**config.mk**
```make
export PLATFORM = sky130hd
export DESIGN_NAME = risc_ctrl_fsm
export DESIGN_NICKNAME = d
export VERILOG_FILES = /design/src/rtl/risc_ctrl_fsm.sv
export SDC_FILE = /design/constraint.sdc
export NUM_CORES = 1
export LEC_CHECK = 0
export ABC_AREA = 1
export BUFFER_PORTS_ARGS = -buffer_cell sky130_fd_sc_hd__buf_2
export CAP_MARGIN = 20
export CORE_AREA = 2 2 39 41
export DETAILED_ROUTE_END_ITERATION = 6
export DIE_AREA = 0 0 41 43
export GPL_TIMING_DRIVEN = 0
export RECOVER_POWER = 100
export SLEW_MARGIN = 20
export SYNTH_ARGS = -nofsm -noshare
export SYNTH_HDL_FRONTEND = slang
export SYNTH_SLANG_ARGS = --single-unit
```
**constraint.sdc**
```tcl
create_clock -name clk -period 1.15 [get_ports clk]
set_input_delay 0.23 -clock clk [delete_from_list [all_inputs] [get_ports clk]]
set_output_delay 0.23 -clock clk [all_outputs]
set_load 0.05 [all_outputs]
```
**src/rtl/risc_ctrl_fsm.sv**
```systemverilog
// Eight-phase instruction sequencer for the 8-bit accumulator CPU.
// Phase, run and halted are the only state; every strobe is decoded
// combinationally from (phase, opcode, zero, run).
module risc_ctrl_fsm #(
    parameter bit HLT_STICKY = 1'b1
) (
    input  logic       clk,
    input  logic       rst_n,
    input  logic       ena,
    input  logic [2:0] opcode,
    input  logic       zero,
    output logic       sel,
    output logic       rd,
    output logic       wr,
    output logic       ld_ir,
    output logic       ld_ac,
    output logic       ld_pc,
    output logic       inc_pc,
    output logic       alu_ena,
    output logic       data_e,
    output logic       halt,
    output logic [2:0] phase
);

    typedef enum logic [2:0] {
        INST_ADDR  = 3'd0,
        INST_FETCH = 3'd1,
        INST_LOAD  = 3'd2,
        IDLE       = 3'd3,
        OP_ADDR    = 3'd4,
        OP_FETCH   = 3'd5,
        ALU_OP     = 3'd6,
        STORE      = 3'd7
    } phase_t;

    localparam logic [2:0] OP_HLT = 3'd0;
    localparam logic [2:0] OP_SKZ = 3'd1;
    localparam logic [2:0] OP_ADD = 3'd2;
    localparam logic [2:0] OP_AND = 3'd3;
    localparam logic [2:0] OP_XOR = 3'd4;
    localparam logic [2:0] OP_LDA = 3'd5;
    localparam logic [2:0] OP_STO = 3'd6;
    localparam logic [2:0] OP_JMP = 3'd7;

    phase_t state_q;
    logic   run_q;
    logic   halted_q;
    logic   is_alu;
    logic   is_sto;
    logic   is_jmp;
    logic   is_skz;

    assign is_alu = (opcode == OP_ADD) || (opcode == OP_AND) ||
                    (opcode == OP_XOR) || (opcode == OP_LDA);
    assign is_sto = (opcode == OP_STO);
    assign is_jmp = (opcode == OP_JMP);
    assign is_skz = (opcode == OP_SKZ);

    assign phase = state_q;
    assign halt  = halted_q;

    // Phase sequencer with run/halt control. A HLT opcode latches halted at
    // the end of OP_ADDR and drops straight back to INST_ADDR, so OP_FETCH is
    // never entered with halted set and no strobe follows the halt.
    always_ff @(posedge clk or negedge rst_n) begin
        if (!rst_n) begin
            state_q  <= INST_ADDR;
            run_q    <= 1'b0;
            halted_q <= 1'b0;
        end else if (!run_q) begin
            state_q <= INST_ADDR;
            if (halted_q) begin
                if (HLT_STICKY == 1'b0 && !ena)
                    halted_q <= 1'b0;
            end else if (ena) begin
                run_q <= 1'b1;
            end
        end else begin
            case (state_q)
                INST_ADDR:  state_q <= INST_FETCH;
                INST_FETCH: state_q <= INST_LOAD;
                INST_LOAD:  state_q <= IDLE;
                IDLE:       state_q <= OP_ADDR;
                OP_ADDR: begin
                    if (opcode == OP_HLT) begin
                        halted_q <= 1'b1;
                        run_q    <= 1'b0;
                        state_q  <= INST_ADDR;
                    end else begin
                        state_q  <= OP_FETCH;
                    end
                end
                OP_FETCH:   state_q <= ALU_OP;
                ALU_OP:     state_q <= STORE;
                // Only the instruction boundary may stop the sequencer.
                STORE: begin
                    state_q <= INST_ADDR;
                    if (!ena)
                        run_q <= 1'b0;
                end
                default:    state_q <= INST_ADDR;
            endcase
        end
    end

    // Strobe decode; everything is quiet while the sequencer is stopped.
    // JMP raises ld_pc and inc_pc together in STORE: the pc block gives
    // ld_pc priority, so the overlap is intentional.
    always_comb begin
        sel     = 1'b0;
        rd      = 1'b0;
        wr      = 1'b0;
        ld_ir   = 1'b0;
        ld_ac   = 1'b0;
        ld_pc   = 1'b0;
        inc_pc  = 1'b0;
        alu_ena = 1'b0;
        data_e  = 1'b0;
        if (run_q) begin
            case (state_q)
                INST_ADDR: begin
                    sel = 1'b1;
                end
                INST_FETCH: begin
                    sel = 1'b1;
                    rd  = 1'b1;
                end
                INST_LOAD, IDLE: begin
                    sel   = 1'b1;
                    rd    = 1'b1;
                    ld_ir = 1'b1;
                end
                OP_ADDR: begin
                    inc_pc = 1'b1;
                end
                OP_FETCH: begin
                    rd = is_alu;
                end
                ALU_OP: begin
                    rd      = is_alu;
                    alu_ena = is_alu;
                    inc_pc  = is_skz && zero;
                    ld_pc   = is_jmp;
                    data_e  = is_sto;
                end
                STORE: begin
                    rd     = is_alu;
                    ld_ac  = is_alu;
                    inc_pc = is_jmp;
                    ld_pc  = is_jmp;
                    wr     = is_sto;
                    data_e = is_sto;
                end
                default: ;
            endcase
        end
    end

endmodule
```
* After elaboration in Yosys (flattened, before gate mapping)
Index checks and enable logic that the tools add are counted.
Storage, ports and cells: output and inout port bits 13, register bits 5, logic and storage cells 55, bits of input ports 7
Cells by class: multiplexer cells 26, eq/ne operators 14, reduce and logical (&&, ||, !) cells 12
Operator list (count):
- 3-bit equality test, second input constant | 8
- 3-bit one-hot mux with 8 select lines | 1
- 1-bit 2-to-1 mux | 20
- 3-bit by 2-bit equality test with 1-bit output, second input constant | 4
- 3-bit by 1-bit equality test with 1-bit output, second input constant | 2
- 3-bit logical NOT | 2
- 3-bit 2-to-1 mux | 2
- 3-bit OR reduction | 2
- 1-bit one-hot mux with 2 select lines | 2
- 2-bit OR reduction | 2
- 4-bit OR reduction | 1
- 1-bit logical OR | 3
- 1-bit one-hot mux with 3 select lines | 1
- 3-bit AND reduction | 1
- 1-bit logical AND | 1

* Logic depth before layout (Yosys ltp)
Gate-level depths: netlist of run 1.
word-level depth 6, gate-level depth with buffers 6, gate-level depth less buffers 5

* Worst setup path after synthesis of run 1
No wires, ideal clock.
path type reg-to-output, start register state_q[1] (netlist: phase[1]), end output ld_pc, path buffers 1, arrival time 2.014 ns, stages on the path, launching flop included 4, slack -1.094 ns, cell sequence dfrtp_1 > buf_6 > nand2_1 > nor3_1
Between the ends: cells in the longest elaborated chain, start to end 4, elaborated cells between the ends (all ways) 5
Ends and longest elaborated chain:
- start: declaration | line 45 | phase_t state_q;
- start signal: assignment | line 67 | state_q <= INST_ADDR;
- start signal: assignment | line 71 | state_q <= INST_ADDR;
- start signal: assignment | line 80 | INST_ADDR: state_q <= INST_FETCH;
- 3-bit equality test | line 120 | case (state_q)
- 2-bit OR reduction (no line) *
- 1-bit 2-to-1 mux * | line 120
- 1-bit 2-to-1 mux * | line 119 | if (run_q) begin
- end: declaration | line 17 | output logic ld_pc,
Every way passes the cells marked *; elsewhere a longest branch is shown, timed or not.

* Worst setup path after layout of run 1
start register state_q[0] (netlist: phase[0]), end output inc_pc
Between the ends: cells in the longest elaborated chain, start to end 3, elaborated cells between the ends (all ways) 5
Ends and longest elaborated chain:
- 3-bit equality test | line 120
- 1-bit one-hot mux with 3 select lines * | line 120
- 1-bit 2-to-1 mux * | line 119
- end: declaration | line 18 | output logic inc_pc,
Marks and branches as above.

==> results of run 1 <==
[sequential cells by signal (all words and copies together) (netlist names)]
register,count
run_q,1
phase,3
halt,1
[stage by stage]
step / power (mW) / hold slack (ns) / std cells / util [%] / worst slack [ns]
6_report: 0.4012 / 0.2868 / 111 / 67.09 / -0.3690
5_1_grt: 0.4197 / 0.3186 / 111 / 67.09 / -0.4208
4_1_cts: 0.4117 / 0.2840 / 103 / 59.40 / -0.3970
3_5_place_dp: 0.2047 / 0.04404 / 92 / 45.39 / -0.3884
3_3_place_gp: 0.2045 / 0.04550 / 92 / 45.39 / -0.3832
2_1_floorplan: 0.1884 / -0.06559 / 57 / - / -0.3029
[placed cells by master (no fill, tap or decap), types with 2 or more instances in the layout]
cell type and n:
nand3_4 4, nand2_4 2, nor3_4 2, inv_1 6
nor2_1 3, clkbuf_4 3, buf_8 4, buf_2 6
a21oi_2 3, dfrtp_2 3, nor2_4 6, buf_6 13
nand4_1 2, clkbuf_1 2, nand2_1 5, nand2_2 3
buf_4 9
[cells by family after synthesis]
family,share of synthesized area (%)
simple gates,41.95
flops,33.56
buf+inv,14.09
compound gates,10.40
[per-layer routing]
layer / global-route usage [%] / up-vias / share of wire (%)
li1: - / 261 / -
met5: 0 / - / 0
met2: 21.25 / 15 / 56
met4: 8.667 / 0 / 2.1
met1: 19.93 / 240 / 38
met3: 2.094 / 4 / 4.2
[worst register-to-register path, delay by kind of cell (launching register included)]
family	cells	cell delay (ns)
simple gates	3	0.24
buf+inv	3	0.36
flops	1	0.40
compound gates	1	0.15
[area by class of cell]
class / instances / area [µm²] / area share, %
Inverter: 11 / 55.05 / 5.930
Sequential cell: 5 / 132.6 / 14.29
Buffer: 1 / 15.01 / 1.617
Timing Repair Buffer: 34 / 307.8 / 33.15
Clock buffer: 4 / 26.28 / 2.830
Tap cell: 16 / 20.02 / 2.156
Multi-Input combinational cell: 40 / 371.6 / 40.03
[power by group]
group / switching (mW) / internal (mW)
registers: 0 / 0.177
clock network: 0.0634 / 0.131
logic: 0.0190 / 0.0115
total: 0.0823 / 0.319
[what timing repair did]
action | 4_1_cts | 5_1_grt
gates resized for setup | 32 | 13
hold buffers | 1 | 0
hold endpoints to repair | 5 | 0
setup endpoints to repair | 12 | 13
pin swaps | 6 | 8
gates cloned | 0 | 0
setup buffers | 6 | 8
[worst paths after layout]
check	end	slack, ns	depth (start not counted)
worst max-delay path	inc_pc	-0.37	6
worst min-delay path	run_q$_DFF_PN0_	0.29	3
worst max register to register	phase[2]$_DFF_PN0_	-0.07	7
worst min register to register	halt$_DFFE_PN0P_	0.51	2
max in group asynchronous	phase[2]$_DFF_PN0_	0.56	2
min in group asynchronous	halt$_DFFE_PN0P_	0.36	2
==> impl_metrics.ini, run 1 <==
[place]
io_buffers = 19
gp_congestion = 0.7506
hpwl_um = 826.7
placed_area_um2 = 628.1

[synthesis]
yosysTopAreaCell = dfrtp_1
synth-edff-count = 0
ys_types = 17
synth_nets = 64
yosysWarningCount = 0
yosys-top-cells-count = 9 x nand2_1, 8 x nor2_1, 7 x inv_1, 6 x nand3_1, 5 x dfrtp_1
post-synth-top-count-cell = nand2_1
synth_area_um2 = 372.9
ys_ff_latch = 5
syn_avg_cell_area_um2 = 6.541
async_flop_share_pct = 100.0
yosysTopAreaCellShare_pct = 33.56
syn_inst = 57
ys.flop_type = dfrtp_1
synth.area.top_cells = dfrtp_1 34%, nand2_1 9.1%, nand3_1 8.1%
yosysSeqAreaShare_pct = 33.56

[clocking]
clock_sinks = 5
htreeDepth = 1
cts-root-buf = clkbuf_4
cts_tree = built
worstSkewPairLatency_ns = 0.24
clockBufferDepth = 2
cts.reportedPaths.clkPinSlew_ns = 0.04
cts_buffers = 3

[critical_path]
required_ns = 0.92
crit_type = register to output pin
cp-startpoint = phase[0]$_DFF_PN0_
start_kind = register
reg2reg_from = phase[1]$_DFF_PN0_
crit_family = flip-flops
max_stage_delay_ns = 0.47
worstSetupEndpointType = output pin
slowest_stage = dfrtp_2
path_max_fanout = 6
cp_cell_sequence = inv_2 -> nand2_4 -> nor2_4 -> nand3_2 -> nand3_4 -> buf_8
worstPathArrival_ns = 1.29
critical_path_buf_inv_count = 2

[cells_and_area]
antennaDiodeCount = 0
drive_gt1_share_pct = 72.63
syn_to_final_growth_pct = 149.0
fin_area_um2 = 928.4
n_fill_cell = 108
final_nets = 103

[floorplanning]
fp.dieW_um = 41
ioPinCount = 20
core_mm2 = 0.001384
start_util_pct = 26.94
die_h_um = 43
dieArea_mm2 = 0.001763
rows = 14

[drt]
wl_per_cell_um = 12.24
routed_wl_um = 1359
dr.pass1.iters = 3
postRouteAntennaNets = 0
drt_iter0_drc = 10
vias = 520
drc = 0
viasPerCell = 4.685

[grt]
grt-ovfl-total = 0
grt_max_degree = 8
grt_pass1_wl_um = 1780
grt_pass1_vias = 448
grt_antenna_before_repair = 0
track_usage_pct = 14.71

[sta]
relSlewSlack_pct = 81.37
fin_skew_ns = 0.002842
fin_crit_ns = 1.519
hold_violations = 0
setup_viol = 14
worst_slack_ns = -0.3690
tightest_slew_ns = 0.2807
rsz0062_at_grt = yes
finalCritPeriodShare_pct = 132.1
finalMaxSlewViolations = 0
fmax_mhz = 658.3
tns_ns = -3.239

[power]
peakVddDrop_mv = 0.4614
p_per_area_mw_per_mm2 = 432.1
leakagePower_nw = 0.4174

[worst_hold_path]
hold_start = ena
hold_path_class = primary input to register

[run]
max_cap_viol_count = 0

[status]
failed_checks = setup timing
outcome = complete, but fails checks
Note: power is estimated with default switching activity, not from simulation.
==> inputs of run 2 (changes only) <==
--- a/config.mk
+++ b/config.mk
@@ -5,7 +5,6 @@
 export SDC_FILE = /design/constraint.sdc
 export NUM_CORES = 1
 export LEC_CHECK = 0
-export ABC_AREA = 1
 export BUFFER_PORTS_ARGS = -buffer_cell sky130_fd_sc_hd__buf_2
 export CAP_MARGIN = 20
 export CORE_AREA = 2 2 39 41
@@ -13,7 +12,7 @@
 export DIE_AREA = 0 0 41 43
 export GPL_TIMING_DRIVEN = 0
 export RECOVER_POWER = 100
-export SLEW_MARGIN = 20
+export SKIP_LAST_GASP = 1
 export SYNTH_ARGS = -nofsm -noshare
 export SYNTH_HDL_FRONTEND = slang
 export SYNTH_SLANG_ARGS = --single-unit
==> run 2 against run 1 <==
Net effect:
- the flow still finishes with violations (setup timing)
- synthesized cell count down 26%
- non-clock buffer count up 2
- global-route usage about the same
- register-to-register slack about the same
- final cell count down 14%
- synthesized area down 6.4%
- power rose to 7.4 times the previous value
- die area unchanged
- critical path depth down 2
==> impl_metrics.ini, run 2 <==
[status]
outcome = complete, but fails checks
failed_checks = setup timing

[synthesis]
yosysTopAreaCell = dfrtp_1
yosysTopAreaCellShare_pct = 35.84
synth_area_um2 = 349.1
yosys-top-cells-count = 5 x dfrtp_1, 4 x nor3_1, 3 x and2_1
syn_avg_cell_area_um2 = 8.312
ys_types = 25
yosysSeqAreaShare_pct = 35.84
synth-edff-count = 0
synth_nets = 49
async_flop_share_pct = 100.0
ys_ff_latch = 5
yosysWarningCount = 0
ys.flop_type = dfrtp_1
post-synth-top-count-cell = dfrtp_1
syn_inst = 42
synth.area.top_cells = dfrtp_1 36%, nor3_1 5.7%, and2_1 5.4%

[cells_and_area]
mostFrequentLayoutCells = 12 x buf_6, 9 x buf_2, 9 x buf_4, 5 x buf_8, 4 x dfrtp_2
largest_register_ffs = 3
syn_to_final_growth_pct = 142.3
final_cell_count_no_fill = 96
n_fill_cell = 126
antennaDiodeCount = 0
drive_gt1_share_pct = 75.00
mostFrequentLayoutCell = buf_6
fin_area_um2 = 845.8
final_nets = 88

[clocking]
cts_tree = built
clock_sinks = 5
htreeDepth = 1
clockBufferDepth = 2
cts-root-buf = clkbuf_4
cts_buffers = 3
cts.reportedPaths.clkPinSlew_ns = 0.04
worstSkewPairLatency_ns = 0.24

[critical_path]
path_max_fanout = 3
start_kind = register
reg2reg_slack_ns = -0.08
required_ns = 0.92
worstPathArrival_ns = 1.58
cp-startpoint = phase[0]$_DFF_PN0_
rr_worst_depth = 4
crit_end = inc_pc
worstSetupEndpointType = output pin
rr_endpoint = run_q$_DFF_PN0_
reg2reg_from = phase[0]$_DFF_PN0_
crit_type = register to output pin

[place]
pre_cts_slack_ns = -0.6628
hpwl_um = 690.6
gp_congestion = 0.7051
io_buffers = 19
dp.cells = 77
placed_area_um2 = 544.3

[drt]
dr.pass1.iters = 4
routed_wl_um = 1331
postRouteAntennaNets = 0
drc = 0
viasPerCell = 4.938
drt_iter0_drc = 11
vias = 474
wl_per_cell_um = 13.86

[sta]
tns_ns = -3.841
finalCritPeriodShare_pct = 157.1
fmax_mhz = 553.7
setup_viol = 12
rsz0062_at_grt = yes
fin_crit_ns = 1.806
worst_slack_ns = -0.6561
relSlewSlack_pct = 62.15
fin_skew_ns = 0.005104
finalMaxSlewViolations = 0
hold_violations = 0
tightest_slew_ns = 0.5637

[grt]
grt_antenna_before_repair = 0
track_usage_pct = 14.75
grt_pass1_vias = 406
grt_max_degree = 10
grt_pass1_wl_um = 1780
grt-ovfl-total = 0

[floorplanning]
fp.dieW_um = 41
start_util_pct = 25.23
rows = 14
die_h_um = 43
ioPinCount = 20
core_mm2 = 0.001384
dieArea_mm2 = 0.001763

[power]
leakagePower_nw = 0.3944
p_per_area_mw_per_mm2 = 3505
peakVddDrop_mv = 2.166

[run]
max_cap_viol_count = 0

[worst_hold_path]
hold_path_class = primary input to register
## run 2: worst min-delay path by stage
stage	from	end	slack (ns)	cells past startpoint
after global routing	ena	run_q$_DFF_PN0_	0.33	3
after detailed placement	rst_n	run_q$_DFF_PN0_	0.05	1
after floorplan	rst_n	halt$_DFFE_PN0P_	-0.07	0
after global placement	rst_n	run_q$_DFF_PN0_	0.05	1
final	ena	run_q$_DFF_PN0_	0.32	3
after CTS	ena	run_q$_DFF_PN0_	0.31	3
## run 2: critical path, cell delays in order (launching register included)
cell,delay (ns)
dfrtp_2,0.41
or4b_4,0.54
o21ai_2,0.08
a31o_4,0.17
buf_8,0.14
## run 2: power breakdown
group          total (mW)  leakage (nW)  switching [mW]  internal (mW)
registers           0.394        0.0541           0.115          0.279
clock network       0.201        0.0150          0.0700          0.131
logic                2.37         0.325            1.30           1.07
total                2.96         0.394            1.48           1.48
## run 2: logic make-up (layout without fill, tap and decap cells)
family          after synthesis  in the layout  synth area share (%)
flops                         5              5                 35.84
xor+xnor                      2              2                 5.019
simple gates                 20             20                 32.62
buf+inv                       5             43                 8.244
compound gates               10             10                 18.28
## run 2: area by class of cell
type                    instances  area (µm²)  area share (%)
plain buffers                   2       22.52           2.663
clock buffers                   4       26.28           3.107
inverters                       2       7.507          0.8876
multi-input cells              32       325.3           38.46
flip-flops and latches          5       130.1           15.38
well taps                      16       20.02           2.367
repair buffers                 35       314.1           37.13
## run 2: per-layer routing
metal | part of all wire [%] | wire length (µm) | vias up | global-route usage, %
met2 | 51 | 684 | 16 | 21.88
met4 | 0 | 0 | 0 | 2.000
met1 | 42 | 562 | 230 | 19.67
met5 | 0 | 0 | - | 0
met3 | 6.3 | 84 | 0 | 6.806
li1 | - | - | 228 | -
## run 2: what timing repair did
item / 4_1_cts / 5_1_grt
setup buffers: 11 / 6
resized for setup: 34 / 11
endpoints found under the setup margin: 12 / 14
endpoints found under the hold margin: 5 / 0
hold buffers: 1 / 0
pin swaps: 6 / 10
## run 2: through the flow
step	util (%)	hold slack, ns	power, mW
finish	61.12	0.3154	2.964
global route	61.12	0.3284	3.117
CTS	56.42	0.3064	2.748
detailed placement	39.33	0.05495	1.880
global placement	39.33	0.05089	1.866
floorplan	-	-0.06559	1.606
